## src/rtl/sdram_pkg.sv

```systemverilog
// Shared types for the SDRAM burst engine.
// Holds the FSM state encoding and the default burst length.
package sdram_pkg;

  localparam int BURST_LEN_DEF = 256;

  typedef enum logic [2:0] {
    S_IDLE     = 3'd0,
    S_WR       = 3'd1,
    S_RD_ISSUE = 3'd2,
    S_RD_DRAIN = 3'd3,
    S_DONE     = 3'd4
  } state_t;

endpackage

```

## src/rtl/sdram_burst_engine.sv

```systemverilog
// Burst engine: turns level write/read burst requests into
// BURST_LEN word commands on a valid/ready memory port.
// Ports: clk, reset (sync, active-high);
//   wr_burst_req/addr/data -> wr_burst_data_req, wr_burst_finish;
//   rd_burst_req/addr -> rd_burst_data(_valid), rd_burst_finish;
//   mem_cmd_valid/ready/we/addr, mem_wdata, mem_rdata(_valid).
import sdram_pkg::*;

module sdram_burst_engine #(
  parameter int ADDR_W    = 24,
  parameter int DATA_W    = 16,
  parameter int BURST_LEN = BURST_LEN_DEF
) (
  input  logic              clk,
  input  logic              reset,
  input  logic              wr_burst_req,
  input  logic [ADDR_W-1:0] wr_burst_addr,
  input  logic [DATA_W-1:0] wr_burst_data,
  output logic              wr_burst_data_req,
  output logic              wr_burst_finish,
  input  logic              rd_burst_req,
  input  logic [ADDR_W-1:0] rd_burst_addr,
  output logic [DATA_W-1:0] rd_burst_data,
  output logic              rd_burst_data_valid,
  output logic              rd_burst_finish,
  output logic              mem_cmd_valid,
  input  logic              mem_cmd_ready,
  output logic              mem_cmd_we,
  output logic [ADDR_W-1:0] mem_cmd_addr,
  output logic [DATA_W-1:0] mem_wdata,
  input  logic [DATA_W-1:0] mem_rdata,
  input  logic              mem_rdata_valid
);

  localparam int CNT_W = $clog2(BURST_LEN + 1);
  localparam logic [CNT_W-1:0] LAST = CNT_W'(BURST_LEN - 1);
  localparam logic [CNT_W-1:0] FULL = CNT_W'(BURST_LEN);

  state_t            state_q;
  state_t            state_d;
  logic [CNT_W-1:0]  iss_q;
  logic [CNT_W-1:0]  ret_q;
  logic [ADDR_W-1:0] addr_q;
  logic              is_rd_q;
  logic              last_rd_q;
  logic [DATA_W-1:0] rd_data_q;
  logic              rd_vld_q;

  logic cmd_fire;
  logic last_cmd;
  logic ret_done;
  logic start;
  logic pick_rd;
  logic rd_acc;

  assign cmd_fire = mem_cmd_valid && mem_cmd_ready;
  assign last_cmd = cmd_fire && (iss_q == LAST);
  assign ret_done = (ret_q == FULL);
  assign start    = rd_burst_req || wr_burst_req;
  // On a tie, serve the type not served last time.
  assign pick_rd  = rd_burst_req &&
                    (!wr_burst_req || !last_rd_q);
  // Returns beyond one burst worth are dropped.
  assign rd_acc   = mem_rdata_valid && is_rd_q &&
                    (state_q != S_IDLE) && !ret_done;

  always_ff @(posedge clk) begin
    if (reset) begin
      state_q <= S_IDLE;
    end else begin
      state_q <= state_d;
    end
  end

  always_comb begin
    state_d = state_q;
    unique case (state_q)
      S_IDLE: begin
        if (start) begin
          state_d = pick_rd ? S_RD_ISSUE : S_WR;
        end
      end
      S_WR: begin
        if (last_cmd) begin
          state_d = S_DONE;
        end
      end
      S_RD_ISSUE: begin
        if (last_cmd) begin
          state_d = ret_done ? S_DONE : S_RD_DRAIN;
        end
      end
      S_RD_DRAIN: begin
        // ret_done means the last word is on rd_burst_data now.
        if (ret_done) begin
          state_d = S_DONE;
        end
      end
      S_DONE: begin
        state_d = S_IDLE;
      end
      default: begin
        state_d = S_IDLE;
      end
    endcase
  end

  always_comb begin
    mem_cmd_valid     = 1'b0;
    mem_cmd_we        = 1'b0;
    mem_wdata         = '0;
    wr_burst_finish   = 1'b0;
    rd_burst_finish   = 1'b0;
    unique case (state_q)
      S_WR: begin
        mem_cmd_valid = 1'b1;
        mem_cmd_we    = 1'b1;
        mem_wdata     = wr_burst_data;
      end
      S_RD_ISSUE: begin
        mem_cmd_valid = 1'b1;
      end
      S_DONE: begin
        wr_burst_finish = !is_rd_q;
        rd_burst_finish = is_rd_q;
      end
      default: begin
      end
    endcase
    wr_burst_data_req = cmd_fire && mem_cmd_we;
  end

  always_ff @(posedge clk) begin
    if (reset) begin
      iss_q     <= '0;
      ret_q     <= '0;
      addr_q    <= '0;
      is_rd_q   <= 1'b0;
      last_rd_q <= 1'b0;
      rd_data_q <= '0;
      rd_vld_q  <= 1'b0;
    end else begin
      if (state_q == S_IDLE && start) begin
        addr_q    <= pick_rd ? rd_burst_addr : wr_burst_addr;
        iss_q     <= '0;
        ret_q     <= '0;
        is_rd_q   <= pick_rd;
        last_rd_q <= pick_rd;
      end else if (cmd_fire) begin
        addr_q <= addr_q + 1'b1;
        iss_q  <= iss_q + 1'b1;
      end
      if (rd_acc) begin
        ret_q     <= ret_q + 1'b1;
        rd_data_q <= mem_rdata;
      end
      rd_vld_q <= rd_acc;
    end
  end

  assign mem_cmd_addr        = addr_q;
  assign rd_burst_data       = rd_data_q;
  assign rd_burst_data_valid = rd_vld_q;

endmodule

```

## config.mk

```make
export PLATFORM = sky130hd
export DESIGN_NAME = sdram_burst_engine
export DESIGN_NICKNAME = d
export VERILOG_FILES = /design/src/rtl/sdram_pkg.sv /design/src/rtl/sdram_burst_engine.sv
export SDC_FILE = /design/constraint.sdc
export NUM_CORES = 1
export LEC_CHECK = 0
export BUFFER_PORTS_ARGS = -buffer_cell sky130_fd_sc_hd__buf_2
export CORE_ASPECT_RATIO = 1.4
export CORE_MARGIN = 1
export CORE_UTILIZATION = 50
export DETAILED_ROUTE_END_ITERATION = 7
export GPL_TIMING_DRIVEN = 0
export PLACE_DENSITY = 0.94
export SLEW_MARGIN = 0
export SYNTH_ARGS = -nofsm -noshare
export SYNTH_HDL_FRONTEND = slang
export SYNTH_SLANG_ARGS = --single-unit
```

## constraint.sdc

```tcl
create_clock -name clk -period 4.6 [get_ports clk]
set_input_delay 0.23 -clock clk [delete_from_list [all_inputs] [get_ports clk]]
set_output_delay 0.23 -clock clk [all_outputs]
set_load 0.05 [all_outputs]
```

### After elaboration in Yosys (flattened, before gate mapping)

Index checks and enable logic that the tools add are counted.

| word-level totals | value |
|---|---|
| memory bits (read-only) | 0 |
| output and inout bits | 62 |
| latch bits | 0 |
| memories kept | 0 |
| bits in registers | 63 |
| memory bits (writable) | 0 |

| cells by class | value |
|---|---|
| shifts and indexed selects | 0 |
| order comparisons | 0 |
| div/mod/pow operators | 0 |
| add/subtract/negate cells | 3 |
| bitwise gates (word level) | 0 |
| $mul | 0 |
| mux-type cells | 17 |
| reduce and logical (&&, ||, !) cells | 20 |
| equality and inequality tests | 10 |

Operators by type and width:

| cell | count |
|---|---|
| two-way mux 24 bit | 3 |
| adder 24 x 1 -> 24 bit, second input constant | 1 |
| adder 9 x 1 -> 9 bit, second input constant | 2 |
| two-way mux 9 bit | 2 |
| two-way mux 16 bit | 1 |
| two-way mux 3 bit | 5 |
| one-hot mux 3 bit (4 select lines) | 1 |
| == test 9 x 8 -> 1 bit, second input constant | 1 |
| == test 9 bit, second input constant | 1 |
| logical AND 1 bit | 8 |
| != test 2 bit, second input constant | 4 |
| == test 3 x 2 -> 1 bit, second input constant | 2 |
| two-way mux 1 bit | 4 |
| AND reduction 4 bit | 1 |
| nonzero test 2 bit | 2 |
| OR reduction 2 bit | 2 |
| == test 3 x 1 -> 1 bit, second input constant | 1 |
| == test 3 bit, second input constant | 1 |
| logical NOT 1 bit | 3 |
| logical NOT 3 bit | 1 |
| nonzero test 3 bit | 1 |
| logical OR 1 bit | 2 |
| two-way mux 2 bit | 1 |

### Depth between registers and ports, before layout

Gate-level depths: netlist of run 1.

| depth | value |
|---|---|
| word-level depth | 7 |
| gate-level depth with buffers | 9 |
| mapped depth without buffers | 9 |

### Least setup slack after synthesis of run 1

Ideal clock, no wire load.

| timing path | value |
|---|---|
| path type | register to output |
| from | reg state_q[1] |
| to | out mem_wdata[10] |
| stages on the path, launching flop included | 6 |
| data required time | 4370 ps |
| path buffers | 2 |
| setup slack | 2330 ps |
| arrival | 2040 ps |
| path through | dfxtp_1 buf_2 nand2b_1 nor2_1 clkbuf_1 and2_1 |

| on the way | value |
|---|---|
| cells in the longest elaborated chain, start to end | 2 |

RTL lines:

| element | line | text |
|---|---|---|
| start, declared | sdram_burst_engine.sv:39 | `state_t state_q;` |
| start signal, assigned | sdram_burst_engine.sv:71 | `state_q <= state_d;` |
| == test 3 x 1 -> 1 bit | sdram_burst_engine.sv:114 | `unique case (state_q)` |
| two-way mux 16 bit | sdram_burst_engine.sv:114 |  |
| end, declared | sdram_burst_engine.sv:30 | `output logic [DATA_W-1:0] mem_wdata,` |

Every way passes these cells.

### Worst setup path after layout of run 1

| timing path | value |
|---|---|
| from | reg state_q[1] |
| to | out mem_wdata[7] |

The elaborated chain is that of the path after synthesis.

==> results by group, run 1 <==
STA
  • Peak Freq: 422 MHz
  • Final period utilization: 0.515
  • Worst-margin pin slew: 0.860 ns
  • Fin crit period: 2.37 ns
  • Setup ws final: 2.23 ns
  • Setup TNS: 0 ns
  • Max-slew violation count: 0
  • RSZ-0062 raised after global routing: false
  • # setup viols final: 0
  • Fin Clk Skew: 0.0104 ns
  • Max_slew headroom: 0.426
  • Hold Vio Cnt, Final: 0

Power
  • Sequential Power Share: 0.331
  • Clk pwr share: 0.222
  • Switching Share: 0.477
  • Pwr Density: 480 nW/um^2
  • Peak VDD IR: 0.305 mV
  • Sw power: 1030 uW
  • Share of total power in combinational logic: 0.447
  • Pint: 1130 uW
  • Leakage power: 0.00200 uW

Final layout
  • Commonest non-fill, non-tap cells in the layout: buf_2, nand2_1, dfxtp_1
  • Post-Route Utilization: 0.679
  • Diode count: 0
  • Synth-to-Final Area Change: 29.8%
  • Layout cell share with drive strength beyond 1: 0.294
  • Commonest non-fill, non-tap cell in the layout: buf_2
  • Final instance area: 4520 um^2
  • Nets: 719

CTS
  • CTS max path bufs: 2
  • CTS tree: yes
  • Worst skew pair latency: 0.35 ns
  • CTS resizes: 0
  • CTS Buf Count: 9
  • Clk sinks: 63
  • H-tree depth reported by CTS: 3
  • Post-CTS setup buffers: 0
  • Clock Pin Slew Worst Setup and Hold Paths: 0.07 ns
  • Hold buffers post-CTS: 0
  • Root Driver: clkbuf_8

Job
  • Max-Cap Viols: 0

Run status
  • Status: complete, no violations

Routing
  • DR WL/cell: 14.9 um
  • DRT antenna net count: 0
  • Residual DRC count: 0
  • DR vias: 4177
  • DRT Pass-1 Iters: 5
  • Vias per inst: 5.76
  • Routed wire length: 10800 um
  • DR iter-0 viols: 345

Worst setup path
  • Crit-path cells: buf_2 -> nand2b_1 -> nor2_1 -> clkbuf_1 -> and2_1 -> buf_2
  • Worst R2R Setup Slack: 2.48 ns
  • Worst path max stage delay: 0.37 ns
  • Startpoint types: register
  • Worst Path Arrival: 2.14 ns
  • Crit end category: output port
  • Worst-path fanout max: 10
  • CP startpoint: state_q[1]$_SDFFE_PP0P_
  • RR Startpoint: ret_q[0]$_SDFFE_PP0P_
  • WP buf/inv: 3
  • Crit-path leading delay family: buffers and inverters
  • Critical Path Most Common Cell: buf_2
  • Crit path required time: 4.37 ns
  • Slowest cell on the critical path: nor2_1
  • WS Path Type: register to output port

Worst hold path
  • Worst Hold Class: input pin to register
  • Hold_sp: mem_rdata[4]

Synth
  • Post-synth EDFFs: 0
  • Synth warn: 0
  • Mapped Avg Cell Area: 7.37 um^2
  • Seq/Total Area, Yosys: 0.362
  • Async SR Flop Fraction: 0
  • Syn Std Cell Area: 3480 um^2
  • Cells after Synth: 472
  • Post-synth top flop: dfxtp_1
  • Synthesized Nets: 563
  • Number of distinct library cells after synthesis: 49
  • Seq cells post-synth: 63

Place
  • Pre-CTS setup slack: 2.53 ns
  • Post-DP Area: 4320 um^2
  • Post-DP HPWL: 8000 um
  • Routability cong.: 0.939
  • PortBufs: 145

Global routing
  • Initial antenna violation count: 0
  • Vias in the first global route: 3996
  • Gr ovfl total: 0
  • Gr usage total: 0.304
  • Maximum number of pins on one net before global-route repair: 13
  • First-pass GRT wire length: 17300 um

Floorplan
  • Initial Utilization: 0.523
  • Core area: 6660 um^2
  • Top-level I/O count: 148
  • Die area: 7300 um^2
  • Core Rows: 35
  • Die Width: 72.5 um
  • Die height: 101 um
## flip-flops by register name, indices dropped and copies added, names as in the netlist
register / cells
ret_q: 9
iss_q: 9
state_q: 3
rd_burst_data_valid: 1
rd_burst_data: 16
mem_cmd_addr: 24
last_rd_q: 1
## path summary, 6_finish.rpt
path	end	cells past startpoint
worst max register to register	ret_q[4]$_SDFFE_PP0P_	7
worst max-delay path	mem_wdata[7]	6
worst min register to register	rd_burst_data[4]$_SDFFE_PP0P_	2
worst min-delay path	rd_burst_data[4]$_SDFFE_PP0P_	3
## final cells by class
class / instances / area (um^2)
plain buffers: 28 / 130
clock buffers: 9 / 124
clock inverters: 7 / 73.8
fillers: 563 / 2140
inverters: 9 / 33.8
multi-input cells: 372 / 2050
flip-flops and latches: 63 / 1260
well taps: 92 / 115
repair buffers: 145 / 726
## power by group through the flow
stage	logic [uW]	clock network, uW	registers, uW
after floorplan	492	0	925
after global placement	934	0	718
after detailed placement	950	0	725
after CTS	958	483	713
after global routing	1030	503	727
final	969	480	719
## cells by family (layout without fill, tap and decap cells)
kind of cell,count (synthesis),after routing,synth area share
adders and majority gates,5,5,0.0180
DFF,63,63,0.362
and+or+nand+nor,244,244,0.343
xor gates and xnor gates,17,17,0.0428
muxes,7,7,0.0209
AOI/OAI and AO/OA,99,99,0.165
buffers and inverters,37,198,0.0471
## cell usage after synthesis (5+ instances only)
cell      instances  area share
nand2_1         102        0.11
inv_1             8      0.0086
a21oi_1          58       0.083
nand3_1          31       0.045
nor3_1           15       0.022
ha_1              5       0.018
and3_1           11       0.020
nor2_1           27       0.029
nand4_1          10       0.018
buf_2            13       0.019
o21ai_0           9       0.013
o22ai_1           5      0.0090
nand3b_1          6       0.013
a31oi_1           6       0.011
xor2_1           10       0.025
and2_1           20       0.036
clkbuf_1         12       0.013
dfxtp_1          63        0.36
xnor2_1           7       0.018
mux2i_1           5       0.014
## per-layer routing
metal  vias up  wire length [um]  part of all wire  track usage
li1       1974                 -                 -            -
met1      1873              3850              0.36        0.325
met2       264              5490              0.51        0.540
met3        66               999             0.093       0.0730
met4         0               451             0.042        0.164
met5         -                 0                 0            0
## per-stage QoR
step / std cells / hold slack [ns] / power [uW]
floorplan: 472 / 0.366 / 1420
global placement: 709 / 0.439 / 1650
detailed placement: 709 / 0.446 / 1680
CTS: 725 / 0.0982 / 2150
global route: 725 / 0.109 / 2260
finish: 725 / 0.106 / 2170
## worst min-delay path, cell delays in order
cell	delay, ns
buf_2	0.09
nand2_1	0.04
a21oi_1	0.05
(Power assumes the default switching activity.)
==> inputs of run 2 (changes only) <==
--- a/config.mk
+++ b/config.mk
@@ -8,10 +8,10 @@
 export BUFFER_PORTS_ARGS = -buffer_cell sky130_fd_sc_hd__buf_2
 export CORE_ASPECT_RATIO = 1.4
 export CORE_MARGIN = 1
-export CORE_UTILIZATION = 50
+export CORE_UTILIZATION = 48
 export DETAILED_ROUTE_END_ITERATION = 7
 export GPL_TIMING_DRIVEN = 0
-export PLACE_DENSITY = 0.94
+export PLACE_DENSITY = 0.91
 export SLEW_MARGIN = 0
 export SYNTH_ARGS = -nofsm -noshare
 export SYNTH_HDL_FRONTEND = slang
==> constraint.sdc (replaced) <==
create_clock -name clk -period 2.3 [get_ports clk]
set_input_delay 0.115 -clock clk [delete_from_list [all_inputs] [get_ports clk]]
set_output_delay 0.115 -clock clk [all_outputs]
set_load 0.05 [all_outputs]
==> results by group, run 2 (synthesis results as in run 1) <==
Worst setup path
  • Worst Path Arrival: 2.34 ns (+0.20 ns)
  • Crit path required time: 2.51 ns (-1.86 ns)
  • Worst R2R Setup Slack: 0.17 ns (-2.31 ns)
  • RR Endpoint: mem_cmd_addr[20]$_SDFFE_PP0P_
  • Worst-path fanout max: 10 (unchanged)
  • Crit end category: register
  • WS Path Type: register to register
  • Reg2reg path depth: 7 (unchanged)
  • Startpoint types: register
  • RR Startpoint: state_q[1]$_SDFFE_PP0P_

CTS
  • Clk sinks: 63 (unchanged)
  • CTS tree: yes
  • Post-CTS setup buffers: 0 (unchanged)
  • Worst skew pair latency: 0.35 ns (about the same)
  • H-tree depth reported by CTS: 3 (unchanged)
  • Clock Pin Slew Worst Setup and Hold Paths: 0.07 ns (about the same)
  • Root Driver: clkbuf_8
  • CTS max path bufs: 2 (unchanged)
  • CTS Buf Count: 9 (unchanged)

Floorplan
  • Core area: 6980 um^2 (+4.9%)
  • Die area: 7600 um^2 (+4.1%)
  • Initial Utilization: 0.498 (-0.0244)
  • Core Rows: 36 (+2.9%)
  • Die height: 103 um (+2.0%)
  • Top-level I/O count: 148 (unchanged)
  • Die Width: 74.0 um (+2.0%)

STA
  • Peak Freq: 470 MHz
  • Hold Vio Cnt, Final: 0 (unchanged)
  • Worst-margin pin slew: 0.804 ns (-0.0560 ns)
  • Max_slew headroom: 0.461 (+0.0350)
  • Fin Clk Skew: 0.0103 ns (-0.0000219 ns)
  • RSZ-0062 raised after global routing: false
  • Setup TNS: 0 ns (unchanged)
  • Final period utilization: 0.926
  • Max-slew violation count: 0 (unchanged)
  • # setup viols final: 0 (unchanged)
  • Fin crit period: 2.13 ns

Global routing
  • Gr usage total: 0.291 (-0.0129)
  • Gr ovfl total: 0 (unchanged)
  • Initial antenna violation count: 0 (unchanged)
  • Vias in the first global route: 3907 (-2.2%)
  • First-pass GRT wire length: 17100 um (-1.4%)
  • Maximum number of pins on one net before global-route repair: 11 (-2)

Place
  • Routability cong.: 0.925 (-1.5%)
  • Post-DP HPWL: 7950 um (-0.60%)
  • PortBufs: 145 (unchanged)

Power
  • Peak VDD IR: 0.556 mV (+82%)
  • Leakage power: 0.00204 uW (+2.1%)
  • Total chip power: 4410 uW (+100%)
  • Pwr Density: 963 nW/um^2 (+100%)

Final layout
  • Synth-to-Final Area Change: 31.5%
  • Diode count: 0 (unchanged)
  • Commonest non-fill, non-tap cells in the layout: buf_2, nand2_1, dfxtp_1
  • Max FFs per register: 24 (unchanged)
  • Commonest non-fill, non-tap cell in the layout: buf_2
  • Layout cell share with drive strength beyond 1: 0.294 (about the same)
  • Post-Route Utilization: 0.656 (-0.0232)
  • Nets: 723 (+0.56%)

Worst hold path
  • Worst Hold Class: input pin to register
  • Hold_sp: mem_rdata[8]
  • Hold Crit Depth: 3 (unchanged)
  • Min-Delay Endpoint: rd_burst_data[8]$_SDFFE_PP0P_

Routing
  • DRT Pass-1 Iters: 5 (unchanged)
  • DRT antenna net count: 0 (unchanged)
  • Routed wire length: 10900 um (+1.0%)
  • DR vias: 4146 (-0.74%)
  • DR iter-0 viols: 320 (-7.2%)
  • DR WL/cell: 14.9 um (about the same)
  • Residual DRC count: 0 (unchanged)
  • Vias per inst: 5.66 (-1.7%)

Job
  • Max-Cap Viols: 0 (unchanged)

Run status
  • Status: complete, no violations
run 2: routing by layer:
layer,vias to the layer above,share of wire,GRT usage
li1,1979,-,-
met1,1912,0.39,0.315
met2,214,0.51,0.524
met3,41,0.070,0.0489
met4,0,0.034,0.166
met5,-,0,0
run 2: worst max-delay path, stage by stage, from the launching register on:
cell	delay [ns]
dfxtp_1	0.37
buf_2	0.22
nor3_1	0.09
o21ai_1	0.44
clkbuf_1	0.47
a21oi_1	0.11
a21oi_1	0.17
o22ai_1	0.10
run 2: worst max path at each step:
stage | start | depth (start not counted) | endpoint
after floorplan | state_q[1]$_SDFFE_PP0P_ | 5 | mem_wdata[10]
after global routing | ret_q[0]$_SDFFE_PP0P_ | 7 | ret_q[2]$_SDFFE_PP0P_
after detailed placement | ret_q[0]$_SDFFE_PP0P_ | 7 | ret_q[6]$_SDFFE_PP0P_
final | state_q[1]$_SDFFE_PP0P_ | 7 | mem_cmd_addr[20]$_SDFFE_PP0P_
after global placement | state_q[1]$_SDFFE_PP0P_ | 7 | mem_cmd_addr[16]$_SDFFE_PP0P_
after CTS | state_q[1]$_SDFFE_PP0P_ | 6 | mem_wdata[9]
run 2: report_power, final:
group          internal (uW)  switching (uW)
registers               1240             192
logic                    536            1410
clock network            586             441
run 2: final cells by class:
| cell class | instances | area [um^2] |
|---|---|---|
| Fill cell | 595 | 2400 |
| Multi-Input combinational cell | 372 | 2060 |
| Clock inverter | 3 | 40.0 |
| Inverter | 9 | 33.8 |
| Timing Repair Buffer | 149 | 766 |
| Tap cell | 95 | 119 |
| Clock buffer | 13 | 169 |
| Sequential cell | 63 | 1260 |
| Buffer | 28 | 131 |
run 2: stage by stage:
| step | area, um^2 | setup slack [ns] | instances | hold WS, ns |
|---|---|---|---|---|
| floorplan | 3480 | 0.145 | 472 | 0.251 |
| global placement | 4320 | 0.294 | 712 | 0.354 |
| detailed placement | 4320 | 0.233 | 712 | 0.361 |
| CTS | 4570 | 0.0237 | 732 | 0.000861 |
| global route | 4580 | 0.00373 | 732 | 0.00655 |
| finish | 4580 | 0.171 | 732 | 0.00342 |
run 2: what timing repair did:
item                       in CTS  in global routing
setup endpoints to repair       0                 10
hold endpoints to repair        4                  0
hold buffers                    4                  0
gates resized for setup         0                  3
==> inputs of run 3 (changes only) <==
--- a/config.mk
+++ b/config.mk
@@ -8,10 +8,10 @@
 export BUFFER_PORTS_ARGS = -buffer_cell sky130_fd_sc_hd__buf_2
 export CORE_ASPECT_RATIO = 1.4
 export CORE_MARGIN = 1
-export CORE_UTILIZATION = 48
+export CORE_UTILIZATION = 50
 export DETAILED_ROUTE_END_ITERATION = 7
 export GPL_TIMING_DRIVEN = 0
-export PLACE_DENSITY = 0.91
+export PLACE_DENSITY = 0.89
 export SLEW_MARGIN = 0
 export SYNTH_ARGS = -nofsm -noshare
 export SYNTH_HDL_FRONTEND = slang
==> constraint.sdc (replaced) <==
create_clock -name clk -period 2.5 [get_ports clk]
set_input_delay 0.125 -clock clk [delete_from_list [all_inputs] [get_ports clk]]
set_output_delay 0.125 -clock clk [all_outputs]
set_load 0.05 [all_outputs]
==> results by group, run 3 (synthesis results as in run 1) <==
CTS
  • Hold buffers post-CTS: 0 (-4)
  • Clk sinks: 63 (unchanged)
  • CTS max path bufs: 2 (unchanged)
  • Worst skew pair latency: 0.35 ns (about the same)
  • Root Driver: clkbuf_8
  • H-tree depth reported by CTS: 3 (unchanged)
  • Clock Pin Slew Worst Setup and Hold Paths: 0.07 ns (about the same)
  • CTS resizes: 0 (unchanged)
  • CTS tree: yes
  • CTS Buf Count: 9 (unchanged)
  • Post-CTS setup buffers: 0 (unchanged)

Final layout
  • Synth-to-Final Area Change: 28.9%
  • Diode count: 0 (unchanged)
  • Layout cell share with drive strength beyond 1: 0.294 (about the same)
  • Filler cells: 602 (+1.2%)
  • Commonest non-fill, non-tap cell in the layout: buf_2
  • Max FFs per register: 24 (unchanged)
  • Nets: 719 (-0.55%)
  • Commonest non-fill, non-tap cells in the layout: buf_2, nand2_1, dfxtp_1

Worst hold path
  • Worst Hold Class: input pin to register
  • Hold Crit Depth: 3 (unchanged)
  • Min-Delay Endpoint: rd_burst_data[6]$_SDFFE_PP0P_
  • Hold_sp: mem_rdata[6]

Routing
  • Vias per inst: 5.58 (-1.5%)
  • Routed wire length: 10500 um (-3.8%)
  • Residual DRC count: 0 (unchanged)
  • DR iter-0 viols: 394 (+23%)
  • DRT antenna net count: 0 (unchanged)
  • DR WL/cell: 14.5 um (-2.9%)
  • DRT Pass-1 Iters: 6 (+1)
  • DR vias: 4046 (-2.4%)

Worst setup path
  • RR Endpoint: mem_cmd_addr[16]$_SDFFE_PP0P_
  • WS Path Type: register to output port
  • Crit path required time: 2.38 ns (-0.13 ns)
  • Crit end category: output port
  • Reg2reg path depth: 7 (unchanged)
  • Worst-path fanout max: 10 (unchanged)
  • Startpoint types: register
  • Worst R2R Setup Slack: 0.28 ns (+0.11 ns)
  • RR Startpoint: state_q[1]$_SDFFE_PP0P_
  • Worst Path Arrival: 2.11 ns (-0.23 ns)

Global routing
  • Initial antenna violation count: 0 (unchanged)
  • First-pass GRT wire length: 16800 um (-1.5%)
  • Gr ovfl total: 0 (unchanged)
  • Gr usage total: 0.296 (+0.00504)
  • Maximum number of pins on one net before global-route repair: 12 (+1)
  • Vias in the first global route: 3872 (-0.90%)

STA
  • Worst-margin pin slew: 0.830 ns (+0.0260 ns)
  • Peak Freq: 448 MHz
  • Hold Vio Cnt, Final: 0 (unchanged)
  • Final period utilization: 0.893
  • Fin crit period: 2.23 ns
  • Fin Clk Skew: 0.00977 ns (-0.000561 ns)
  • # setup viols final: 0 (unchanged)
  • Max_slew headroom: 0.443 (-0.0174)
  • Max-slew violation count: 0 (unchanged)
  • RSZ-0062 raised after global routing: false
  • Setup TNS: 0 ns (unchanged)

Place
  • Routability cong.: 0.943 (+1.9%)
  • Post-DP HPWL: 7890 um (-0.78%)
  • PortBufs: 145 (unchanged)

Floorplan
  • Core area: 6660 um^2 (-4.7%)
  • Initial Utilization: 0.523 (+0.0244)
  • Core Rows: 35 (-2.8%)
  • Die Width: 72.5 um (-2.0%)
  • Top-level I/O count: 148 (unchanged)
  • Die height: 101 um (-2.0%)
  • Die area: 7300 um^2 (-3.9%)

Power
  • Sw power: 1870 uW (-8.4%)
  • Peak VDD IR: 0.518 mV (-7.0%)
  • Leakage power: 0.00200 uW (-2.2%)
  • Switching Share: 0.486 (+0.0225)
  • Total chip power: 3850 uW (-13%)
  • Sequential Power Share: 0.341 (+0.016)
  • Clk pwr share: 0.197 (-0.036)
  • Pint: 1980 uW (-16%)
  • Pwr Density: 858 nW/um^2 (-11%)
  • Share of total power in combinational logic: 0.461 (+0.019)

Run status
  • Status: complete, no violations

Job
  • Max-Cap Viols: 0 (unchanged)
[run 3: critical path: stages (launching register included)]
cell,delay [ns]
dfxtp_1,0.34
buf_2,0.18
nand2b_1,0.18
nor2_1,0.35
clkbuf_1,0.29
and2_1,0.17
buf_2,0.26
[run 3: power groups by stage]
stage	logic, uW	clock network (uW)	registers [uW]
2_1_floorplan	906	0	1700
3_3_place_gp	1720	0	1320
3_5_place_dp	1750	0	1330
4_1_cts	1760	756	1310
5_1_grt	1890	817	1330
6_report	1780	759	1310
[run 3: cell type report]
cell class                 count  area, um^2  share of cell area
timing repair buffer         145         726               0.162
tap                           92         115              0.0257
multi-input combinational    372        2050               0.458
clock inverter                 7        40.0             0.00893
buffer                        28         130              0.0290
sequential                    63        1260               0.281
clock buffer                   9         124              0.0276
inverter                       9        33.8             0.00753
[run 3: worst max-delay path by stage]
stage,slack [ns],to,cells after the start,start
final,0.27,mem_wdata[9],6,state_q[1]$_SDFFE_PP0P_
after global routing,0.04,mem_wdata[7],6,state_q[1]$_SDFFE_PP0P_
after CTS,0.26,mem_wdata[13],6,state_q[1]$_SDFFE_PP0P_
after detailed placement,0.42,mem_cmd_addr[16]$_SDFFE_PP0P_,7,state_q[1]$_SDFFE_PP0P_
after global placement,0.47,mem_cmd_addr[14]$_SDFFE_PP0P_,5,reset
after floorplan,0.34,mem_wdata[10],5,state_q[1]$_SDFFE_PP0P_
[run 3: per-layer routing]
metal | routed length (um) | vias up | GRT usage
met3 | 866 | 45 | 0.0730
met2 | 5420 | 199 | 0.517
met5 | 0 | - | 0
met1 | 3790 | 1828 | 0.322
met4 | 413 | 0 | 0.164
li1 | - | 1974 | -
[run 3: through the flow]
stage	cells	setup WS (ns)	instance area, um^2	util	hold slack [ns]
after floorplan	472	0.335	3480	-	0.261
after global placement	709	0.466	4320	0.649	0.365
after detailed placement	709	0.416	4320	0.649	0.372
after CTS	725	0.258	4480	0.674	0.0109
after global routing	725	0.0415	4480	0.674	0.0152
final	725	0.267	4480	0.674	0.0107
